File: config.mk
export PLATFORM = sky130hd
export DESIGN_NAME = gem_sync_err_cnt
export DESIGN_NICKNAME = d
export VERILOG_FILES = /design/src/rtl/gem_sync_err_pkg.sv /design/src/rtl/gem_sync_err_chan.sv /design/src/rtl/gem_sync_err_cnt.sv
export SDC_FILE = /design/constraint.sdc
export NUM_CORES = 1
export LEC_CHECK = 0
export BUFFER_PORTS_ARGS = -buffer_cell sky130_fd_sc_hd__buf_2
export CORE_MARGIN = 8
export CORE_UTILIZATION = 45
export CTS_BUF_LIST = sky130_fd_sc_hd__clkbuf_8
export CTS_CLUSTER_DIAMETER = 50
export DETAILED_ROUTE_END_ITERATION = 10
export GPL_TIMING_DRIVEN = 0
export PLACE_DENSITY = 0.69
export REMOVE_ABC_BUFFERS = 1
export SETUP_SLACK_MARGIN = 0.15
export SKIP_LAST_GASP = 1
export SLEW_MARGIN = 10
export SYNTH_ARGS = -nofsm -noshare
export SYNTH_HDL_FRONTEND = slang
export SYNTH_SLANG_ARGS = --single-unit
File: constraint.sdc
create_clock -name clock -period 6 [get_ports clock]
set_input_delay 1.2 -clock clock [delete_from_list [all_inputs] [get_ports clock]]
set_output_delay 1.2 -clock clock [all_outputs]
set_load 0.02 [all_outputs]
File: src/rtl/gem_sync_err_pkg.sv
`default_nettype none
// ============================================================================
// gem_sync_err_pkg : shared state encoding and default sizes for the
//                    GEM sync-error counter block.
// Revision: 1.0
// ============================================================================
package gem_sync_err_pkg;

  typedef enum logic [1:0] {
    ST_SYNCED  = 2'd0,
    ST_SUSPECT = 2'd1,
    ST_LOST    = 2'd2,
    ST_RECOVER = 2'd3
  } sync_state_t;

  localparam int unsigned C_LOST_THRESH_DEF = 8;
  localparam int unsigned C_HOLD_GOOD_DEF   = 16;
  localparam int unsigned C_EPI_W_DEF       = 16;
  localparam int unsigned C_BAD_W_DEF       = 24;
  localparam int unsigned C_RUN_W           = 8;
  localparam int unsigned C_NUM_CHAN        = 3;

endpackage
`default_nettype wire

File: src/rtl/gem_sync_err_chan.sv
`default_nettype none
// ============================================================================
// gem_sync_err_chan : one sync channel - input double register, loss FSM,
//                     saturating episode / bad-cycle counters and alarms.
// Revision: 1.0
// ============================================================================
module gem_sync_err_chan
  import gem_sync_err_pkg::*;
#(
  parameter int unsigned LOST_THRESH = C_LOST_THRESH_DEF,
  parameter int unsigned HOLD_GOOD   = C_HOLD_GOOD_DEF,
  parameter int unsigned EPI_W       = C_EPI_W_DEF,
  parameter int unsigned BAD_W       = C_BAD_W_DEF
) (
  input  logic             clock,
  input  logic             global_reset_n,
  input  logic             i_clear,
  input  logic             i_count_en,
  input  logic             i_synced,
  output logic [EPI_W-1:0] o_cnt_episode,
  output logic [BAD_W-1:0] o_cnt_bad,
  output sync_state_t      o_state,
  output logic             o_alarm,
  output logic             o_alarm_latched
);

  localparam logic [C_RUN_W-1:0] c_lost_thresh = C_RUN_W'(LOST_THRESH);
  localparam logic [C_RUN_W-1:0] c_hold_good   = C_RUN_W'(HOLD_GOOD);

  logic               r_s1;
  logic               r_s2;
  sync_state_t        r_state;
  logic [C_RUN_W-1:0] r_run;
  logic [EPI_W-1:0]   r_cnt_episode;
  logic [BAD_W-1:0]   r_cnt_bad;
  logic               r_alarm;
  logic               r_alarm_latched;

  logic w_episode;
  logic w_bad;
  logic w_enter_lost;

  assign w_episode = r_s2 & ~r_s1;
  assign w_bad     = ~r_s1;

  // Every path into LOST is taken on a bad sample from a non-LOST state.
  assign w_enter_lost = w_bad &
                        (((r_state == ST_SYNCED) && (LOST_THRESH == 1)) ||
                         ((r_state == ST_SUSPECT) && (r_run + 8'd1 == c_lost_thresh)) ||
                         (r_state == ST_RECOVER));

  always_ff @(posedge clock or negedge global_reset_n) begin
    if (!global_reset_n) begin
      r_s1 <= 1'b1;
      r_s2 <= 1'b1;
    end else begin
      r_s1 <= i_synced;
      r_s2 <= r_s1;
    end
  end

  always_ff @(posedge clock or negedge global_reset_n) begin
    if (!global_reset_n) begin
      r_state <= ST_SYNCED;
      r_run   <= '0;
      r_alarm <= 1'b0;
    end else begin
      case (r_state)
        ST_SYNCED: begin
          if (!r_s1) begin
            if (LOST_THRESH == 1) begin
              r_state <= ST_LOST;
              r_run   <= '0;
              r_alarm <= 1'b1;
            end else begin
              r_state <= ST_SUSPECT;
              r_run   <= 8'd1;
            end
          end
        end
        ST_SUSPECT: begin
          if (r_s1) begin
            r_state <= ST_SYNCED;
            r_run   <= '0;
          end else if (r_run + 8'd1 == c_lost_thresh) begin
            r_state <= ST_LOST;
            r_run   <= '0;
            r_alarm <= 1'b1;
          end else begin
            r_run <= r_run + 8'd1;
          end
        end
        ST_LOST: begin
          if (r_s1) begin
            r_alarm <= 1'b0;
            if (HOLD_GOOD == 1) begin
              r_state <= ST_SYNCED;
              r_run   <= '0;
            end else begin
              r_state <= ST_RECOVER;
              r_run   <= 8'd1;
            end
          end
        end
        ST_RECOVER: begin
          if (!r_s1) begin
            r_state <= ST_LOST;
            r_run   <= '0;
            r_alarm <= 1'b1;
          end else if (r_run + 8'd1 == c_hold_good) begin
            r_state <= ST_SYNCED;
            r_run   <= '0;
          end else begin
            r_run <= r_run + 8'd1;
          end
        end
        default: begin
          r_state <= ST_SYNCED;
          r_run   <= '0;
          r_alarm <= 1'b0;
        end
      endcase
    end
  end

  always_ff @(posedge clock or negedge global_reset_n) begin
    if (!global_reset_n) begin
      r_cnt_episode   <= '0;
      r_cnt_bad       <= '0;
      r_alarm_latched <= 1'b0;
    end else if (i_clear) begin
      r_cnt_episode   <= '0;
      r_cnt_bad       <= '0;
      r_alarm_latched <= 1'b0;
    end else begin
      if (w_enter_lost) begin
        r_alarm_latched <= 1'b1;
      end
      if (i_count_en) begin
        if (w_episode && (r_cnt_episode != '1)) begin
          r_cnt_episode <= r_cnt_episode + EPI_W'(1);
        end
        if (w_bad && (r_cnt_bad != '1)) begin
          r_cnt_bad <= r_cnt_bad + BAD_W'(1);
        end
      end
    end
  end

  assign o_cnt_episode   = r_cnt_episode;
  assign o_cnt_bad       = r_cnt_bad;
  assign o_state         = r_state;
  assign o_alarm         = r_alarm;
  assign o_alarm_latched = r_alarm_latched;

endmodule
`default_nettype wire

File: src/rtl/gem_sync_err_cnt.sv
`default_nettype none
// ============================================================================
// gem_sync_err_cnt : sync-loss statistics for GEM A, GEM B and GEM AB links.
// Revision: 1.0
// ============================================================================
module gem_sync_err_cnt
  import gem_sync_err_pkg::*;
#(
  parameter int unsigned LOST_THRESH = C_LOST_THRESH_DEF,
  parameter int unsigned HOLD_GOOD   = C_HOLD_GOOD_DEF,
  parameter int unsigned EPI_W       = C_EPI_W_DEF,
  parameter int unsigned BAD_W       = C_BAD_W_DEF
) (
  input  logic             clock,
  input  logic             global_reset_n,
  input  logic             ctr_clear,
  input  logic             count_en,
  input  logic             gemA_synced,
  input  logic             gemB_synced,
  input  logic             gems_synced,
  output logic [EPI_W-1:0] cnt_episode0,
  output logic [EPI_W-1:0] cnt_episode1,
  output logic [EPI_W-1:0] cnt_episode2,
  output logic [BAD_W-1:0] cnt_bad0,
  output logic [BAD_W-1:0] cnt_bad1,
  output logic [BAD_W-1:0] cnt_bad2,
  output logic [5:0]       sync_state,
  output logic [2:0]       alarm,
  output logic [2:0]       alarm_latched
);

  logic [C_NUM_CHAN-1:0] w_synced;
  logic [EPI_W-1:0]      w_cnt_episode [C_NUM_CHAN];
  logic [BAD_W-1:0]      w_cnt_bad     [C_NUM_CHAN];
  sync_state_t           w_state       [C_NUM_CHAN];

  assign w_synced = {gems_synced, gemB_synced, gemA_synced};

  generate
    for (genvar g = 0; g < C_NUM_CHAN; g++) begin : g_chan
      gem_sync_err_chan #(
        .LOST_THRESH (LOST_THRESH),
        .HOLD_GOOD   (HOLD_GOOD),
        .EPI_W       (EPI_W),
        .BAD_W       (BAD_W)
      ) u_chan (
        .clock           (clock),
        .global_reset_n  (global_reset_n),
        .i_clear         (ctr_clear),
        .i_count_en      (count_en),
        .i_synced        (w_synced[g]),
        .o_cnt_episode   (w_cnt_episode[g]),
        .o_cnt_bad       (w_cnt_bad[g]),
        .o_state         (w_state[g]),
        .o_alarm         (alarm[g]),
        .o_alarm_latched (alarm_latched[g])
      );
      assign sync_state[2*g+1:2*g] = w_state[g];
    end
  endgenerate

  assign cnt_episode0 = w_cnt_episode[0];
  assign cnt_episode1 = w_cnt_episode[1];
  assign cnt_episode2 = w_cnt_episode[2];
  assign cnt_bad0     = w_cnt_bad[0];
  assign cnt_bad1     = w_cnt_bad[1];
  assign cnt_bad2     = w_cnt_bad[2];

endmodule
`default_nettype wire

==> impl_metrics.csv <==
group,metric,value,unit
timing,setup_viol,0,
setup_path,required,4.80,ns
yosys,async_flop_share,100,%
setup_path,cp_cell_sequence,"buf_2",
placed_design,dpl_worst_slack,2.94,ns
yosys,synth_top_area_share,45.4,%
cts,cts_setup_buffers,0,
timing,slew_headroom,48.4,%
cts,clk_pin_slew,0.09,ns
cts,clock_latency,0.45,ns
cells_and_area,finalNonFillerCells,1300,
cells_and_area,nFillCells,1722,
routing,vias,7048,
timing,tns,0,ns
timing,post-route-min-period,2.62,ns
placed_design,dp_hpwl,13900,um
cts,cts_tree,"built",
floorplanning,core-area,0.0187,mm2
grt,antenna_found_initial,1,
cells_and_area,drive_above_1_share,18.4,%
cts,h-tree-depth,4,
setup_path,critPathMaxFanout,19,
routing,drt_iter0_drc,376,
routing,wl,19800,um
routing,dr.pass1.iters,5,
timing,fin_worst_skew,0.0164,ns
setup_path,critPathBufInv,1,
setup_path,start_kind,"flip-flop",
power,p_leak,4.55,nW
floorplanning,initial_core_util,45.9,%
yosys,synth_area_leaders,"dfrtp_1, nor2_1, xnor2_1",
timing,rsz0062_at_grt,"false",
cells_and_area,multiInputGateArea,0.00429,mm2
cts,clkSinkCount,162,
placed_design,dp.cells,1268,
grt,grt_pass1_wl,33700,um
yosys,synth_edf_count,0,
timing,maxSlewViolCount,0,
cells_and_area,area_delta_synth_final,15.9,%
yosys,synth.most_common_cell,"dfrtp_1",
yosys,synth_cell_types,69,
routing,wl_per_cell,15.2,um
timing,tightestPinTransition,0.773,ns
placed_design,dpl-instance-area,0.00948,mm2
cts,clockBufferDepth,2,
yosys,syn_avg_cell_area,9.24,um2
grt,grt_use_total,17.0,%
cells_and_area,seq_area,0.00406,mm2
grt,grt_max_degree,100,
grt,gr-total-overflow,0,
setup_path,worst_ep_arrival_time,1.42,ns
power,vdd_drop_max,140,uV
yosys,synthTopCellsByCount,"dfrtp_1, nor2_1, nand2_1",
yosys,synth_area,0.00859,mm2
yosys,netlist_instances,930,
setup_path,worstSetupPathType,"flip-flop to output port",
power,powerDensity,222,mW/mm2
yosys,synth_warnings,0,
yosys,ys.flop_type,"dfrtp_1",
floorplanning,num_rows,50,
outcome,outcome,"finished clean",
cells_and_area,utilization,53.3,%
cells_and_area,final_area,0.00996,mm2
timing,layout_worst_path_cycle_share,43.7,%
cts,ctsResizeCount,0,
placed_design,port-buffer-count,138,
setup_path,slowest_stage,"dfrtp_1",
timing,hold_viol,0,
timing,worst_slack,3.38,ns
floorplanning,die_w,154,um
cts,cts_made_buffers,17,
hold_path,hp-class,"flip-flop to flip-flop",
floorplanning,fp.dieH,154,um
setup_path,cp-end-kind,"output port",
floorplanning,io_pins,139,
cells_and_area,insertedDiodeCount,0,
setup_path,slowest_delay,0.70,ns
timing,max_freq,381,MHz
grt,grt_pass1_vias,6857,
cells_and_area,fin_nets,1071,
yosys,yosysSeqAreaShare,47.3,%
routing,via_per_inst,5.42,
routing,ant_nets,0,
floorplanning,die_area,0.0238,mm2
cts,cts-root-buf,"clkbuf_8",
setup_path,critical-path-top-delay-family,"flip-flops",
flow_run,maxCapViolations,0,
cts,hold_buffers,0,
routing,remaining_drc_errors,0,
placed_design,routabilityCongestion,0.867,
yosys,synth_area_leader_cell,"dfrtp_1",
yosys,ys_seq_elements,162,
==> cells in the final DEF (no fill, tap or decap), types with 4 or more instances in the layout <==
cell type / instances
a21boi_1: 4
a21o_1: 4
a21oi_1: 43
a31oi_1: 4
and2_1: 9
and3_1: 28
and4_1: 12
buf_2: 136
bufinv_16: 6
clkbuf_8: 18
dfrtp_1: 156
dfstp_2: 6
ha_1: 11
inv_1: 20
mux2i_1: 7
nand2_1: 81
nand2b_1: 5
nand3_1: 57
nand3b_1: 4
nand4_1: 32
nor2_1: 147
nor2b_1: 5
nor3_1: 15
nor3b_1: 4
nor4_1: 7
o21ai_0: 32
o21ai_1: 9
o22ai_1: 5
or3_1: 24
xnor2_1: 55
xor2_1: 55
==> metal layers <==
metal	share of wire (%)	track usage [%]
met4	1.1	5.41
met1	49	22.4
met5	0.051	0
met2	44	26.3
met3	6.1	5.04
==> power breakdown <==
part / leakage, nW / switching, mW / internal [mW]
clock: 0.242 / 0.413 / 0.549
combinational: 2.08 / 0.0789 / 0.0364
sequential: 2.22 / 0.0251 / 1.11
total: 4.55 / 0.517 / 1.69
==> worst paths after layout <==
path | start | to | slack, ns | depth (start not counted)
min | g_chan[0].u_chan.r_s1 | g_chan[0].u_chan.r_s2 | 0.43 | 0
min in group asynchronous | global_reset_n | g_chan[1].u_chan.o_cnt_bad[7] | 0.77 | 1
max reg2reg | g_chan[0].u_chan.r_run[0] | g_chan[0].u_chan.r_run[1] | 3.77 | 7
max in group asynchronous | global_reset_n | g_chan[2].u_chan.r_s1 | 4.41 | 2
max | g_chan[2].u_chan.o_state[0] | sync_state[4] | 3.38 | 1
min reg2reg | g_chan[0].u_chan.r_s1 | g_chan[0].u_chan.r_s2 | 0.43 | 0
==> logic make-up (layout without fill, tap and decap cells) <==
| logic type | after synthesis | after routing | share of synthesized area (%) |
|---|---|---|---|
| flops | 162 | 162 | 47.3 |
| compound gates | 135 | 135 | 9.99 |
| buf+inv | 54 | 190 | 2.77 |
| mux | 8 | 8 | 0.947 |
| simple gates | 450 | 450 | 26.2 |
| fa+ha+maj | 11 | 11 | 1.60 |
| xor+xnor | 110 | 110 | 11.2 |
==> final cells by class <==
type,count,share of cell area [%]
flip-flops and latches,162,40.8
well taps,234,2.94
repair buffers,140,7.65
inverters,18,0.678
multi-input cells,714,43.1
clock inverters,14,2.39
clock buffers,18,2.49
==> state kept, by name, indices dropped and copies added (netlist names), named ones only <==
| signal | count |
|---|---|
| g_chan.u_chan.r_s1 | 3 |
| g_chan.u_chan.r_run | 24 |
| g_chan.u_chan.o_alarm_latched | 3 |
| g_chan.u_chan.o_cnt_episode | 48 |
| g_chan.u_chan.o_state | 3 |
| g_chan.u_chan.o_alarm | 3 |
| g_chan.u_chan.r_s2 | 3 |
| g_chan.u_chan.o_cnt_bad | 72 |
==> metrics by stage <==
step	power, mW	hold WS, ns
final	2.21	0.434
after global routing	2.30	0.446
after CTS	2.24	0.430
after detailed placement	1.27	0.416
after global placement	1.26	0.415
after floorplan	1.20	0.390
(Power assumes the default switching activity.)
